==> src/rtl/rf_write_arbiter.sv <==
// rf_write_arbiter: shares the single regfile write port between the pipeline
// writeback stage and a long-latency unit. Unit results are buffered in a
// small FIFO and drained into idle write slots. A one-cycle pipeline stall is
// forced when the FIFO is full or its head has waited too long. A busy mask of
// registers with buffered writes is exported for the hazard logic.
module rf_write_arbiter #(
    parameter int DEPTH        = 4,
    parameter int AW           = 2,
    parameter int STARVE_LIMIT = 8
) (
    input  logic          clk,
    input  logic          reset,
    input  logic          wb_we,
    input  logic [4:0]    wb_num,
    input  logic [31:0]   wb_data,
    input  logic          mu_valid,
    output logic          mu_ready,
    input  logic [4:0]    mu_num,
    input  logic [31:0]   mu_data,
    output logic          rf_we,
    output logic [4:0]    rf_num,
    output logic [31:0]   rf_data,
    output logic          stall_req,
    output logic [31:0]   busy_mask,
    output logic [AW:0]   fifo_count
);

    localparam int            SW      = $clog2(STARVE_LIMIT + 1);
    localparam logic [AW:0]   DEPTH_C = (AW + 1)'(DEPTH);
    localparam logic [SW-1:0] LIMIT_C = SW'(STARVE_LIMIT);

    // FIFO control state
    logic [AW-1:0] r_rd_ptr;
    logic [AW-1:0] r_wr_ptr;
    logic [AW:0]   r_count;
    logic [SW-1:0] r_starve;

    // FIFO storage (contents are don't-care until marked valid by the count)
    logic [4:0]    r_num  [DEPTH];
    logic [31:0]   r_data [DEPTH];

    logic          w_full;
    logic          w_nonempty;
    logic          w_starved;
    logic          w_stall;
    logic          w_wb_ok;
    logic          w_deq;
    logic          w_enq;
    logic          w_mu_ready;
    logic [31:0]   w_busy;

    // Stall and readiness depend only on registered state; reset forces them low.
    assign w_full     = (r_count == DEPTH_C);
    assign w_nonempty = (r_count != {(AW + 1){1'b0}});
    assign w_starved  = (r_starve >= LIMIT_C);
    assign w_stall    = !reset && (w_full || (w_nonempty && w_starved));
    assign w_mu_ready = !reset && (r_count < DEPTH_C);

    // A WB write to r0 is an idle slot the FIFO may use.
    assign w_wb_ok = wb_we && (wb_num != 5'd0);

    // Drain the head on a forced stall, or whenever the WB slot is idle.
    assign w_deq = !reset && w_nonempty && (w_stall || !w_wb_ok);

    // Results for r0 complete the handshake but are dropped.
    assign w_enq = w_mu_ready && mu_valid && (mu_num != 5'd0);

    assign mu_ready   = w_mu_ready;
    assign stall_req  = w_stall;
    assign fifo_count = reset ? {(AW + 1){1'b0}} : r_count;
    assign busy_mask  = reset ? 32'd0 : w_busy;

    // Write-port mux: FIFO drain beats WB only when forced or when WB is idle.
    always_comb begin
        rf_we   = 1'b0;
        rf_num  = 5'd0;
        rf_data = 32'd0;
        if (w_deq) begin
            rf_we   = 1'b1;
            rf_num  = r_num[r_rd_ptr];
            rf_data = r_data[r_rd_ptr];
        end else if (!reset && w_wb_ok) begin
            rf_we   = 1'b1;
            rf_num  = wb_num;
            rf_data = wb_data;
        end else begin
            rf_we   = 1'b0;
        end
    end

    // Busy mask: OR of one-hot destinations over the occupied FIFO slots.
    always_comb begin
        logic [AW-1:0] v_off;
        w_busy = 32'd0;
        v_off  = {AW{1'b0}};
        for (int i = 0; i < DEPTH; i++) begin
            v_off = AW'(i) - r_rd_ptr;
            if ({1'b0, v_off} < r_count) begin
                w_busy[r_num[AW'(i)]] = 1'b1;
            end else begin
                w_busy = w_busy;
            end
        end
    end

    // Pointer, occupancy and head-starvation bookkeeping.
    always_ff @(posedge clk) begin
        if (reset) begin
            r_rd_ptr <= {AW{1'b0}};
            r_wr_ptr <= {AW{1'b0}};
            r_count  <= {(AW + 1){1'b0}};
            r_starve <= {SW{1'b0}};
        end else begin
            if (w_enq) begin
                r_wr_ptr <= r_wr_ptr + AW'(1);
            end
            if (w_deq) begin
                r_rd_ptr <= r_rd_ptr + AW'(1);
            end
            case ({w_enq, w_deq})
                2'b10:   r_count <= r_count + (AW + 1)'(1);
                2'b01:   r_count <= r_count - (AW + 1)'(1);
                default: r_count <= r_count;
            endcase
            if (!w_nonempty || w_deq) begin
                r_starve <= {SW{1'b0}};
            end else if (r_starve < LIMIT_C) begin
                r_starve <= r_starve + SW'(1);
            end else begin
                r_starve <= r_starve;
            end
        end
    end

    // Capture accepted unit results into the tail slot.
    always_ff @(posedge clk) begin
        if (w_enq) begin
            r_num[r_wr_ptr]  <= mu_num;
            r_data[r_wr_ptr] <= mu_data;
        end
    end

endmodule

==> config.mk <==
export PLATFORM = sky130hd
export DESIGN_NAME = rf_write_arbiter
export DESIGN_NICKNAME = d
export VERILOG_FILES = /design/src/rtl/rf_write_arbiter.sv
export SDC_FILE = /design/constraint.sdc
export NUM_CORES = 1
export LEC_CHECK = 0
export CAP_MARGIN = 20
export CORE_ASPECT_RATIO = 0.6
export CORE_MARGIN = 10
export CORE_UTILIZATION = 52
export CTS_BUF_LIST = sky130_fd_sc_hd__clkbuf_16
export CTS_CLUSTER_DIAMETER = 60
export DETAILED_ROUTE_END_ITERATION = 8
export HOLD_SLACK_MARGIN = 0.02
export PLACE_DENSITY_LB_ADDON = 0.05
export SYNTH_ARGS = -nofsm -noshare
export SYNTH_HDL_FRONTEND = slang
export SYNTH_SLANG_ARGS = --single-unit
==> constraint.sdc <==
create_clock -name clk -period 3.45 [get_ports clk]
set_clock_uncertainty 0.2 [all_clocks]
set_input_delay 0.69 -clock clk [delete_from_list [all_inputs] [get_ports clk]]
set_output_delay 0.69 -clock clk [all_outputs]
set_load 0.05 [all_outputs]
**Word level (Yosys, flattened, before mapping)**

Memory sizes are Yosys's and may differ from the RTL's. A register that Yosys moved wholly into a read port is not among the register bits.
Cells that the tools add are included.
W data, S select, Z words.

- Bits in registers: 11
- Bits in writable memories: 148
- Input bits: 78
- Output and inout port bits: 75
- Word-level logic and storage cells: 87
- Memories: 2

Memories:

| memory | depth | bits a word | read ports | clocked after memory_dff | wr ports | line | source |
|---|---|---|---|---|---|---|---|
| r_data | 4 | 32 | 1 | 1 | 1 | 40 | `logic [31:0] r_data [DEPTH];` |
| r_num | 4 | 5 | 5 | 1 | 1 | 39 | `logic [4:0] r_num [DEPTH];` |

- Add/subtract/negate cells: 9
- $lt $le $gt $ge: 15
- Equality and inequality tests: 3
- Multiplexer cells: 27
- Bitwise operators: 3
- Reductions and logical operators: 24

Operators with widths:

| kind | count |
|---|---|
| $mux W32 | 7 |
| $or A32 B32 Y32 | 3 |
| $lt A5 B6 Y1 const B | 4 |
| $demux W1 S5 | 4 |
| $ge A5 B1 Y1 const B | 4 |
| $logic_and A1 B1 Y1 | 13 |
| $lt A2 B3 Y1 | 4 |
| $mux W5 | 2 |
| $reduce_bool A5 Y1 | 2 |
| $mux W1 | 8 |
| $mux W2 | 4 |
| $pmux W3 S2 | 1 |
| $add A2 B1 Y2 const B | 2 |
| $add A4 B1 Y4 const B | 1 |
| $ge A4 B4 Y1 const B | 1 |
| $lt A4 B4 Y1 const B | 1 |
| $sub A1 B2 Y2 const A | 2 |
| $sub A2 B2 Y2 const A | 2 |
| $add A3 B1 Y3 const B | 1 |
| $eq A3 B3 Y1 const B | 1 |
| $logic_not A1 Y1 | 3 |
| $logic_or A1 B1 Y1 | 3 |
| $lt A3 B3 Y1 const B | 1 |
| $mux W3 | 1 |
| other kinds (6) | 6 |

**Logic depth before layout (Yosys ltp)**

- Word-level depth: 12
- Depth in mapped cells: 11
- Mapped depth without buffers: 9

**Worst setup path after synthesis**

Ideal clock, no wire load.

- Path type: reg2out
- Start point: register r_count[1]
- End point: output busy_mask[21]
- Data arrival time: 2816 ps
- Required time: 2560 ps
- Setup slack: -256 ps
- Stages on the path, launching flop included: 7
- Path buffers: 0
- Path through: dfxtp_1 inv_1 ha_1 and2b_1 a2111oi_4 a22oi_1 o21ai_0

- Longest elaborated chain between the ends: 9
- Elaborated cells on any way between the ends: 12
- Those cells by class: order compare: 4; mux: 5; bitwise: 3

Ends and longest elaborated chain:

| what | line | source |
|---|---|---|
| start: declaration | 35 | `logic [AW:0] r_count;` |
| start signal: assignment | 111 | `r_count <= {(AW + 1){1'b0}};` |
| start signal: assignment | 121 | `2'b10: r_count <= r_count + (AW + 1)'(1);` |
| start signal: assignment | 122 | `2'b01: r_count <= r_count - (AW + 1)'(1);` |
| $lt A2 B3 Y1 | 98 | `if ({1'b0, v_off} < r_count) begin` |
| $mux W32 | 98 |  |
| $or A32 B32 Y32 (no line) | - |  |
| $mux W32 | 98 |  |
| $or A32 B32 Y32 (no line) | - |  |
| $mux W32 | 98 |  |
| $or A32 B32 Y32 (no line) | - |  |
| $mux W32 * | 98 |  |
| $mux W32 * | 71 | `assign busy_mask = reset ? 32'd0 : w_busy;` |
| end: declaration | 24 | `output logic [31:0] busy_mask,` |

Mark *: on every way between the ends. The rest lies on a longest branch, timed or not.

**Worst setup path after layout**

- Start point: register r_rd_ptr[1]
- End point: output busy_mask[17]

- Longest elaborated chain between the ends: 10
- Elaborated cells on any way between the ends: 16
- Those cells by class: add/sub: 4; order compare: 4; mux: 5; bitwise: 3

Ends and longest elaborated chain:

| what | line | source |
|---|---|---|
| start: declaration | 33 | `logic [AW-1:0] r_rd_ptr;` |
| start signal: assignment | 109 | `r_rd_ptr <= {AW{1'b0}};` |
| start signal: assignment | 118 | `r_rd_ptr <= r_rd_ptr + AW'(1);` |
| $sub A1 B2 Y2 | 97 | `v_off = AW'(i) - r_rd_ptr;` |
| $lt A2 B3 Y1 | 98 |  |
| $mux W32 | 98 |  |
| $or A32 B32 Y32 (no line) | - |  |
| $mux W32 | 98 |  |
| $or A32 B32 Y32 (no line) | - |  |
| $mux W32 | 98 |  |
| $or A32 B32 Y32 (no line) | - |  |
| $mux W32 * | 98 |  |
| $mux W32 * | 71 |  |

Marked as above.

==> impl_metrics.yaml <==
outcome:
  status: "finished with violations"
  violations: "setup timing"
synthesis:
  yosys.area_share.simple: 0.08112
  synthAdderAreaFrac: 0.02000
  synthFlopType: "edfxtp_1"
  syn_inst: 524
  synth_compound_area_frac: 0.1565
  seq_area_frac_synth: 0.5969
  yosysWarnings: 0
  ys_types: 49
  async_reset_ff_frac: 0
  synth_edf_count: 148
  avgSynthCellArea_um2: 15.04
  yosysTopAreaCellShare: 0.5639
  synth.largest_area_cell: "edfxtp_1"
  synth-xor-area-share: 0.005556
  synth_top_cells_by_area: "edfxtp_1 (56%), mux4_2 (11%), a22o_1 (4.1%)"
  synth_top_family_by_area: "compound AO/OA/AOI/OAI gates"
  synthesis.nets: 614
  synthesis.area_mm2: 0.007881
  synth_mux_area_frac: 0.1114
  synth-seq-cells: 161
timing:
  hold_violations: 0
  holdWs_ps: 281.8
  setup_viol: 1
  fin_crit_ps: 3480
  fin_ws_ps: -29.69
  slew_violations: 0
  rsz0062_at_grt: "true"
  max_freq_ghz: 0.2874
  period_share: 1.009
  slew_headroom: 0.4468
  worst_pin_slew_ps: 826.8
clocking:
  hold_buffers: 0
  htreeDepth: 4
  cts_tree: "yes"
  clock-sinks: 161
  clk_pin_slew_ps: 80
  cts_root_buf: "clkbuf_16"
  clock_path_buffers: 2
  cts_made_buffers: 17
  clkLatencyLatePin_ps: 430
die:
  fp.dieArea_mm2: 0.02064
  start_util: 0.5370
  rows: 34
  core-area_mm2: 0.01468
  ioPinCount: 153
  dieHeight_um: 115.4
  die-width_um: 178.9
worst_setup_path:
  crit_path_frequent_cell: "buf_6"
  critical_path.max_fanout: 5
  crit_buf_inv: 4
  start_kind: "flip-flop"
  cpMaxStageDelayCell: "dfxtp_4"
  slowest_delay_ps: 360
  critPathKind: "reg -> out"
  startpoint: "r_rd_ptr[1]$_SDFFE_PP0N_"
  cp.required_ps: 2560
  cp.arrival_ps: 2590
  worstSetupEndpointType: "output port"
  rr_startpoint: "r_count[2]$_SDFFE_PP0P_"
  crit_family: "buffers and inverters"
  path_cells: "xnor2_2 > ha_1 > and2b_2 > a2111oi_4 > buf_6 > buf_6 > a32oi_1 > o21ai_1 > buf_4 > buf_12"
final_layout:
  layout_common_cells: "edfxtp_1 (148), buf_12 (75), clkdlybuf4s50_1 (74), buf_4 (55), mux4_2 (37)"
  fin_nets: 833
  drive_above_1_share: 0.4484
  postLayoutCellArea_mm2: 0.01234
  final_cells: 955
  synthToLayoutAreaGrowth_pct: 56.61
  layout_commonest_cell: "edfxtp_1"
routing:
  vias: 6311
  drtAntennaViolNets: 0
  routedWlPerCell_um: 29.19
  drt_pre_antenna_iters: 5
  drc_errors: 0
  drt_iter0_drc: 841
  wirelength_mm: 27.88
  detail_route.vias_per_cell: 6.608
pwr:
  total_power_uw: 7894
  power.leakage_uw: 0.004255
  power.internal_uw: 4969
  pwr-share-clk: 0.242
  powerDensity_mw_per_mm2: 639.5
  pwr-share-comb: 0.461
  power.switching_uw: 2925
  seq_power_share: 0.297
  power_switching_share: 0.3706
  ir_drop_uv: 490.9
place:
  placed_cell_area_mm2: 0.01072
  pre_cts_slack_ps: -202.1
  dp.cells: 901
  hpwl_mm: 17.13
  gp_congestion: 0.9662
  port_buffers: 152
global_routing:
  track_usage: 0.2542
  grt_pass1_wl_mm: 39.08
  antenna_found_initial: 1
  grt_pass1_vias: 6175
  gr-total-overflow: 0
  grt_max_degree: 28
hold_path:
  hp-class: "reg -> reg"
  min-delay-start: "r_starve[0]$_SDFFE_PP0N_"
run:
  cap_violations: 0
path summary, 6_finish.rpt:
check / to / slack [ps] / depth (start not counted)
setup / recovery: busy_mask[17] / -30 / 10
hold reg to reg: r_starve[0]$_SDFFE_PP0N_ / 280 / 1
setup reg to reg: r_count[2]$_SDFFE_PP0P_ / 370 / 13
hold / removal: r_starve[0]$_SDFFE_PP0N_ / 280 / 1
per-stage QoR:
stage / TNS [ps] / util
final: -29.69 / 0.8410
after floorplan: 0 / -
after global placement: -4540 / 0.7301
after global routing: -502.3 / 0.8408
after detailed placement: -6441 / 0.7301
after CTS: -160.3 / 0.8081
cell usage after synthesis (8+ instances only):
| master | number |
|---|---|
| nor2_1 | 26 |
| a22oi_1 | 24 |
| inv_1 | 16 |
| o21ai_1 | 9 |
| a32oi_1 | 23 |
| dfxtp_1 | 13 |
| mux4_2 | 37 |
| ha_1 | 11 |
| o221ai_1 | 17 |
| nor2b_1 | 11 |
| clkbuf_1 | 9 |
| nor3_1 | 9 |
| o21ai_0 | 8 |
| edfxtp_1 | 148 |
| a22o_1 | 37 |
| buf_2 | 11 |
| nand2_1 | 33 |
timing repair:
| action | in CTS | in global routing |
|---|---|---|
| buffers inserted | 10 | 5 |
| gates resized for setup | 60 | 64 |
| endpoints found under the hold margin | 0 | 0 |
| cloned | 6 | 2 |
| setup endpoints to repair | 69 | 70 |
| pin swaps | 32 | 20 |
layer usage:
layer / vias up / global-route usage / part of all wire
met3: 51 / 0.08481 / 0.12
met1: 3188 / 0.3441 / 0.39
met4: 0 / 0.05815 / 0.021
met2: 443 / 0.3913 / 0.47
met5: - / 0 / 0
li1: 2629 / - / -
cells by family (layout without fill, tap and decap cells):
| group | Yosys count | in the layout |
|---|---|---|
| buf+inv | 46 | 278 |
| flops | 161 | 161 |
| fa+ha+maj | 12 | 12 |
| simple gates | 119 | 119 |
| compound gates | 140 | 140 |
| other cells | 0 | 1 |
| mux | 41 | 41 |
| xor+xnor | 5 | 5 |
cell type report:
class,instances,area (um^2)
fillers,706,2333
diodes,1,2.502
clock buffers,17,425.4
flip-flops and latches,161,4716
repair buffers,230,3069
clock inverters,15,180.2
inverters,16,60.06
well taps,198,247.7
multi-input cells,317,3642
power by group through the flow:
stage / registers (uW) / logic, uW / clock network (uW)
2_1_floorplan: 2310 / 1680 / 0
3_3_place_gp: 2360 / 2820 / 0
3_5_place_dp: 2370 / 2880 / 0
4_1_cts: 2330 / 3270 / 1890
5_1_grt: 2350 / 3780 / 1990
6_report: 2340 / 3640 / 1910
registers in the layout, indices dropped and copies added (netlist names), named ones only:
name	cells
r_rd_ptr	2
r_num	20
r_count	3
r_starve	4
r_data	128
r_wr_ptr	2
No activity file was read; power rests on OpenSTA's default activity.
